File: src/rtl/bus_pkg.sv
// Shared definitions for the register-bus transfer engine: sizes, endpoint
// indices and FSM state encoding.
package bus_pkg;

    localparam int DATA_W = 32;
    localparam int NSRC   = 24;
    localparam int IDX_W  = 5;
    localparam int QDEPTH = 4;

    typedef enum logic [IDX_W-1:0] {
        R0, R1, R2, R3, R4, R5, R6, R7,
        R8, R9, R10, R11, R12, R13, R14, R15,
        PC, HI, LO, IR, Y, ZHI, ZLOW, MDR
    } endpoint_e;

    typedef enum logic [1:0] {
        IDLE  = 2'd0,
        DRIVE = 2'd1,
        LOAD  = 2'd2
    } state_e;

endpackage

File: src/rtl/bus_transfer_seq_if.sv
// Request handshake plus register-bus signals between the control unit
// (master) and the transfer engine (slave).
interface bus_transfer_seq_if #(
    parameter int DATA_W = bus_pkg::DATA_W,
    parameter int NSRC   = bus_pkg::NSRC,
    parameter int IDX_W  = bus_pkg::IDX_W
);
    logic                   req_valid;
    logic                   req_ready;
    logic [IDX_W-1:0]       req_src;
    logic [IDX_W-1:0]       req_dst;
    logic [NSRC*DATA_W-1:0] src_data;
    logic [DATA_W-1:0]      bus_data;
    logic [NSRC-1:0]        src_out;
    logic [NSRC-1:0]        dst_in;
    logic                   busy;
    logic                   err;

    modport master (
        output req_valid, req_src, req_dst, src_data,
        input  req_ready, bus_data, src_out, dst_in, busy, err
    );

    modport slave (
        input  req_valid, req_src, req_dst, src_data,
        output req_ready, bus_data, src_out, dst_in, busy, err
    );
endinterface

File: src/rtl/xfer_fifo.sv
// Synchronous FIFO with extra-MSB pointers; full when MSBs differ and the
// index bits match. Read data is the head entry, valid whenever !empty.
module xfer_fifo #(
    parameter int WIDTH = 10,
    parameter int DEPTH = 4
) (
    input  logic             clk,
    input  logic             clr,
    input  logic             push,
    input  logic             pop,
    input  logic [WIDTH-1:0] wdata,
    output logic [WIDTH-1:0] rdata,
    output logic             full,
    output logic             empty
);
    localparam int AW    = $clog2(DEPTH);
    localparam int PTR_W = AW + 1;

    logic [PTR_W-1:0] wr_ptr_q, wr_ptr_d;
    logic [PTR_W-1:0] rd_ptr_q, rd_ptr_d;
    logic [WIDTH-1:0] mem_q [DEPTH];
    logic             do_push, do_pop;

    assign full    = (wr_ptr_q[AW] != rd_ptr_q[AW]) && (wr_ptr_q[AW-1:0] == rd_ptr_q[AW-1:0]);
    assign empty   = (wr_ptr_q == rd_ptr_q);
    assign do_push = push && !full;
    assign do_pop  = pop && !empty;
    assign rdata   = mem_q[rd_ptr_q[AW-1:0]];

    // NOTE: every variable gets its default first so no path leaves it unassigned (no latch).
    always_comb begin
        wr_ptr_d = wr_ptr_q;
        rd_ptr_d = rd_ptr_q;
        if (do_push) wr_ptr_d = wr_ptr_q + PTR_W'(1);
        if (do_pop)  rd_ptr_d = rd_ptr_q + PTR_W'(1);
    end

    // NOTE: non-blocking assignments so all flops update together on the edge.
    always_ff @(posedge clk) begin
        if (clr) begin
            wr_ptr_q <= '0;
            rd_ptr_q <= '0;
        end else begin
            wr_ptr_q <= wr_ptr_d;
            rd_ptr_q <= rd_ptr_d;
        end
    end

    // NOTE: storage is not reset; the pointers alone decide which entries are live.
    always_ff @(posedge clk) begin
        if (do_push) mem_q[wr_ptr_q[AW-1:0]] <= wdata;
    end

endmodule

File: src/rtl/bus_transfer_seq.sv
// Register-bus transfer engine: queues (src, dst) requests, drives the source
// onto the bus for a DRIVE cycle, then pulses the destination load in LOAD.
module bus_transfer_seq #(
    parameter int DATA_W = bus_pkg::DATA_W,
    parameter int NSRC   = bus_pkg::NSRC,
    parameter int IDX_W  = bus_pkg::IDX_W,
    parameter int QDEPTH = bus_pkg::QDEPTH
) (
    input logic              clk,
    input logic              clr,
    bus_transfer_seq_if.slave bif
);
    import bus_pkg::*;

    logic                 fifo_push, fifo_pop, fifo_full, fifo_empty;
    logic [2*IDX_W-1:0]   head;
    logic [IDX_W-1:0]     head_src, head_dst;
    logic                 head_ok, take;

    state_e               state_q, state_d;
    logic [IDX_W-1:0]     cur_src_q, cur_src_d;
    logic [IDX_W-1:0]     cur_dst_q, cur_dst_d;
    logic [NSRC-1:0]      src_out_q, src_out_d;
    logic [NSRC-1:0]      dst_in_q, dst_in_d;
    logic                 err_q, err_d;
    logic [DATA_W-1:0]    bus_mux;

    // Out-of-range indices decode to all-zero, keeping the selects one-hot or zero.
    function automatic logic [NSRC-1:0] onehot(input logic [IDX_W-1:0] idx);
        logic [NSRC-1:0] oh;
        oh = '0;
        for (int i = 0; i < NSRC; i++) begin
            if (int'(idx) == i) oh[i] = 1'b1;
        end
        return oh;
    endfunction

    assign bif.req_ready = !fifo_full && !clr;
    assign fifo_push     = bif.req_valid && bif.req_ready;

    xfer_fifo #(
        .WIDTH(2*IDX_W),
        .DEPTH(QDEPTH)
    ) u_fifo (
        .clk   (clk),
        .clr   (clr),
        .push  (fifo_push),
        .pop   (fifo_pop),
        .wdata ({bif.req_src, bif.req_dst}),
        .rdata (head),
        .full  (fifo_full),
        .empty (fifo_empty)
    );

    assign {head_src, head_dst} = head;
    assign head_ok = (int'(head_src) < NSRC) && (int'(head_dst) < NSRC);

    always_comb begin
        state_d   = state_q;
        cur_src_d = cur_src_q;
        cur_dst_d = cur_dst_q;
        src_out_d = '0;
        dst_in_d  = '0;
        err_d     = 1'b0;
        fifo_pop  = 1'b0;
        take      = 1'b0;

        case (state_q)
            IDLE:  take = !fifo_empty;
            DRIVE: begin
                state_d   = LOAD;
                src_out_d = onehot(cur_src_q);
                dst_in_d  = onehot(cur_dst_q);
            end
            LOAD: begin
                take = !fifo_empty;
                if (fifo_empty) state_d = IDLE;
            end
            default: state_d = IDLE;
        endcase

        // A popped request with a bad index is dropped: err pulse, no bus activity.
        if (take) begin
            fifo_pop  = 1'b1;
            cur_src_d = head_src;
            cur_dst_d = head_dst;
            if (head_ok) begin
                state_d   = DRIVE;
                src_out_d = onehot(head_src);
            end else begin
                state_d = IDLE;
                err_d   = 1'b1;
            end
        end
    end

    always_ff @(posedge clk) begin
        if (clr) begin
            state_q   <= IDLE;
            cur_src_q <= '0;
            cur_dst_q <= '0;
            src_out_q <= '0;
            dst_in_q  <= '0;
            err_q     <= 1'b0;
        end else begin
            state_q   <= state_d;
            cur_src_q <= cur_src_d;
            cur_dst_q <= cur_dst_d;
            src_out_q <= src_out_d;
            dst_in_q  <= dst_in_d;
            err_q     <= err_d;
        end
    end

    // AND-OR mux under the registered one-hot select; zero when nothing drives.
    always_comb begin
        bus_mux = '0;
        for (int i = 0; i < NSRC; i++) begin
            if (src_out_q[i]) bus_mux = bus_mux | bif.src_data[i*DATA_W +: DATA_W];
        end
    end

    assign bif.bus_data = bus_mux;
    assign bif.src_out  = src_out_q;
    assign bif.dst_in   = dst_in_q;
    assign bif.err      = err_q;
    assign bif.busy     = (state_q != IDLE) || !fifo_empty;

endmodule

File: src/flat_wrapper.sv
// flat-port wrapper written by rule: the top's interface ports become plain ports
module bus_transfer_seq_flat import bus_pkg::*;
#(
    parameter int DATA_W = bus_pkg::DATA_W,
    parameter int NSRC   = bus_pkg::NSRC,
    parameter int IDX_W  = bus_pkg::IDX_W,
    parameter int QDEPTH = bus_pkg::QDEPTH
)
  (clk, clr, bif_req_valid, bif_req_src, bif_req_dst, bif_src_data, bif_req_ready, bif_bus_data, bif_src_out, bif_dst_in, bif_busy, bif_err);
  bus_transfer_seq_if #(.DATA_W(DATA_W), .NSRC(NSRC), .IDX_W(IDX_W)) bif_i ();
  input logic clk;
  input logic clr;
  input wire logic [$bits(bif_i.req_valid)-1:0] bif_req_valid;
  input wire logic [$bits(bif_i.req_src)-1:0] bif_req_src;
  input wire logic [$bits(bif_i.req_dst)-1:0] bif_req_dst;
  input wire logic [$bits(bif_i.src_data)-1:0] bif_src_data;
  output wire logic [$bits(bif_i.req_ready)-1:0] bif_req_ready;
  output wire logic [$bits(bif_i.bus_data)-1:0] bif_bus_data;
  output wire logic [$bits(bif_i.src_out)-1:0] bif_src_out;
  output wire logic [$bits(bif_i.dst_in)-1:0] bif_dst_in;
  output wire logic [$bits(bif_i.busy)-1:0] bif_busy;
  output wire logic [$bits(bif_i.err)-1:0] bif_err;
  assign bif_i.req_valid = bif_req_valid;
  assign bif_i.req_src = bif_req_src;
  assign bif_i.req_dst = bif_req_dst;
  assign bif_i.src_data = bif_src_data;
  assign bif_req_ready = bif_i.req_ready;
  assign bif_bus_data = bif_i.bus_data;
  assign bif_src_out = bif_i.src_out;
  assign bif_dst_in = bif_i.dst_in;
  assign bif_busy = bif_i.busy;
  assign bif_err = bif_i.err;
  bus_transfer_seq #(.DATA_W(DATA_W), .NSRC(NSRC), .IDX_W(IDX_W), .QDEPTH(QDEPTH)) u_core (.clk(clk), .clr(clr), .bif(bif_i));
endmodule
File: config.mk
export PLATFORM = sky130hd
export DESIGN_NAME = bus_transfer_seq_flat
export DESIGN_NICKNAME = d
export VERILOG_FILES = /design/src/rtl/bus_pkg.sv /design/src/rtl/bus_transfer_seq_if.sv /design/src/rtl/xfer_fifo.sv /design/src/rtl/bus_transfer_seq.sv /design/src/flat_wrapper.sv
export SDC_FILE = /design/constraint.sdc
export NUM_CORES = 1
export LEC_CHECK = 0
export ABC_AREA = 0
export CORE_AREA = 2 2 336 338
export CTS_BUF_LIST = sky130_fd_sc_hd__clkbuf_4 sky130_fd_sc_hd__clkbuf_8
export CTS_CLUSTER_DIAMETER = 100
export CTS_CLUSTER_SIZE = 40
export DETAILED_ROUTE_END_ITERATION = 10
export DIE_AREA = 0 0 338 340
export DONT_BUFFER_PORTS = 1
export PLACE_DENSITY = 0.3
export SYNTH_ARGS = -nofsm -noshare
export SYNTH_HDL_FRONTEND = slang
export SYNTH_SLANG_ARGS = --single-unit
File: constraint.sdc
create_clock -name clk -period 2.01 [get_ports clk]
set_clock_uncertainty 0.15 [all_clocks]
set_input_delay 0.402 -clock clk [delete_from_list [all_inputs] [get_ports clk]]
set_output_delay 0.402 -clock clk [all_outputs]
set_load 0.02 [all_outputs]
==> qor.yml <==
outcome:
  status: "finished with violations"
  violations: "setup timing"
power:
  max-vdd-ir-drop_v: 0.0003151
  p_leak_uw: 0.004797
  power_uw: 11310
  power_density_mw_per_mm2: 746.1
synthesis:
  synth-edff-count: 40
  ys_types: 44
  synth_async_sr_flop_share_pct: 0
  yosysSeqAreaShare_pct: 32.93
  synth-warning-count: 0
  avgSynthCellArea_sq_um: 8.951
  synthesis.instances: 876
  synthesis.nets: 1662
  synth-seq-cells: 109
  syn-cell-area_sq_mm: 0.007841
  ys.flop_type: "dfxtp_1"
clocking:
  clk_path_buf_depth: 2
  cts_root_buf: "clkbuf_8"
  cts_tree: "done"
  path_clk_slew_ns: 0.13
  h-tree-depth: 3
  clk_latency_ns: 0.45
  numCtsBuffers: 9
  cts_num_sinks: 109
place:
  routabilityCongestion: 0.9735
  place_area_sq_mm: 0.01207
  dp_hpwl_mm: 100.8
  portBuffers: 0
global_routing:
  antenna_found_initial: 73
  grt_use_total_pct: 19.36
  grt_overflow: 0
  grt_pass1_wl_mm: 140.4
  grt_pass1_vias: 11555
  grt_max_degree: 24
die:
  ios: 864
  dieArea_sq_mm: 0.1149
  dieWidth_um: 338
  fp.dieH_um: 340
  core_region_area_sq_mm: 0.1116
  num_rows: 123
  start_util_pct: 7.028
worst_setup_path:
  setup.worst_path.class: "flop to output port"
  cp.required_ns: 1.46
  worstPathArrival_ns: 2.37
  cp-end-kind: "output port"
  cp-start-kind: "flop"
  r2r_slack_ns: -0.11
  crit_start: "u_core.bif.src_out[9]$_SDFF_PP0_"
  worstPathMaxFanout: 7
timing:
  finalMaxSlewViolations: 0
  finalHoldViolations: 0
  slew_headroom_pct: 46.68
  fin_tns_setup_ns: -23.52
  timing.final.crit_share_pct: 145.5
  setup_viol: 41
  rsz0062_at_grt: "yes"
  worst_pin_slew_ns: 0.7972
  finalWorstSetupSlack_ns: -0.9137
  period_needed_ns: 2.924
  timing.fmax_ghz: 0.3420
layout:
  syn2layout_area_growth_pct: 93.30
  utilization_pct: 13.58
  nNetsFinal: 1975
  multi_input_area_sq_mm: 0.006027
  seqCellArea_sq_mm: 0.002694
  drive_gt1_share_pct: 52.09
  post-route-cell-area_sq_mm: 0.01516
  fillCellCount: 12733
drt:
  drt_iter0_drc: 1233
  via_count: 11421
  finalWirelength_mm: 117.0
  drc: 0
  drt_first_pass_iters: 6
  ant_nets: 0
  wire_per_inst_um: 42.82
  via_per_inst: 4.182
worst_hold_path:
  hp-start: "clr"
  min_path_type: "input pin to flop"
job:
  maxCapViolCount: 0
==> metal layers <==
layer | routed length (um) | GRT usage (%) | up-vias
met1 | 43120 | 21.35 | 5737
met3 | 15130 | 10.47 | 211
met4 | 4421 | 7.583 | 60
met5 | 408 | 0 | -
li1 | - | - | 4435
met2 | 53870 | 31.00 | 978
==> kinds of logic after synthesis <==
kind of cell	synth area share (%)
compound gates	40.56
buf+inv	4.404
flops	32.93
xor+xnor	0.6703
simple gates	15.45
fa+ha+maj	0.7978
mux	5.186
==> placed cells by master (no fill, tap or decap), types with 10 or more instances in the layout <==
| cell | netlist | final |
|---|---|---|
| a221oi_1 | 32 | 21 |
| a221oi_2 | 0 | 10 |
| a22o_1 | 32 | 30 |
| a22oi_1 | 320 | 204 |
| a22oi_2 | 0 | 116 |
| buf_12 | 0 | 55 |
| buf_4 | 1 | 178 |
| buf_6 | 1 | 120 |
| buf_8 | 0 | 17 |
| dfxtp_1 | 69 | 38 |
| dfxtp_4 | 0 | 29 |
| diode_2 | 0 | 37 |
| dlygate4sd3_1 | 0 | 12 |
| edfxtp_1 | 40 | 40 |
| mux2i_1 | 14 | 14 |
| nand2_1 | 12 | 10 |
| nand4_1 | 101 | 101 |
| nor2_1 | 73 | 45 |
| nor2_2 | 0 | 12 |
| nor2_4 | 0 | 16 |
| o22ai_2 | 1 | 12 |
==> worst paths after layout <==
path / to / depth (start not counted)
hold reg to reg: u_core.u_fifo.wr_ptr_q[2]$_SDFFE_PP0P_ / 1
setup reg to reg: u_core.bif.src_out[9]$_SDFF_PP0_ / 6
hold / removal: u_core.bif.src_out[5]$_SDFF_PP0_ / 3
setup / recovery: bif_bus_data[20] / 7
==> critical path: stages, from the launching register on <==
cell and delay, ns:
dfxtp_4 0.42, buf_6 0.14, a22oi_2 0.21, nand4_1 0.37, nor2_4 0.37, buf_12 0.14
nand4_1 0.11, buf_6 0.16
==> registers in the layout, indices dropped and copies added (netlist names), named ones only <==
signal and count:
u_core.bif.err 1, u_core.u_fifo.mem_q 40, u_core.cur_dst_q 5, u_core.state_q 2, u_core.u_fifo.rd_ptr_q 3, u_core.u_fifo.wr_ptr_q 3, u_core.bif.src_out 24, u_core.bif.dst_in 24
u_core.cur_src_q 5
==> through the flow <==
stage / instances / hold WS (ns) / setup slack [ns]
floorplan: 876 / 0.3273 / 0.05260
global placement: 2574 / 0.3356 / -0.9660
detailed placement: 2574 / 0.3375 / -0.9498
CTS: 2679 / 0.07579 / -0.9340
global route: 2717 / 0.07268 / -0.9379
finish: 2731 / 0.09006 / -0.9137
==> power by group <==
part / switching [uW] / leakage, uW / internal (uW)
Clock: 1010 / 0.000109 / 518
Combinational: 3840 / 0.00374 / 3100
Sequential: 356 / 0.000946 / 2490
==> final cells by class <==
type / instances / area share [%]
inverters: 6 / 0.1486
clock buffers: 9 / 0.8172
multi-input cells: 679 / 39.76
clock inverters: 7 / 0.6356
repair buffers: 384 / 27.87
diodes: 37 / 0.6109
well taps: 1500 / 12.38
flip-flops and latches: 109 / 17.77
==> cell usage after synthesis, drive strengths merged, types with 2 or more instances <==
library cell | n | area [sq um]
a22oi | 320 | 2402
nand4 | 101 | 631.9
clkbuf | 76 | 285.3
nor2 | 73 | 274.0
dfxtp | 69 | 1381
edfxtp | 40 | 1201
a221oi | 32 | 280.3
a22o | 32 | 280.3
o22ai | 22 | 143.9
mux2i | 14 | 140.1
nand2 | 13 | 51.30
mux4 | 10 | 255.2
nand2b | 9 | 56.30
nor3 | 7 | 35.03
and2 | 6 | 38.79
buf | 6 | 37.53
inv | 6 | 22.52
or3 | 6 | 37.54
ha | 5 | 62.56
nand3 | 5 | 25.02
xnor2 | 3 | 26.28
xor2 | 3 | 26.28
a21oi | 2 | 10.01
nand4b | 2 | 17.52
o31ai | 2 | 15.01
o32ai | 2 | 17.52
==> what timing repair did <==
action,4_1_cts,5_1_grt
buffers inserted,87,24
hold endpoints to repair,59,0
hold buffers,12,0
pin swaps,125,75
gates resized for setup,325,104
gates cloned,3,0
endpoints found under the setup margin,69,53
Note: power is estimated with default switching activity, not from simulation.
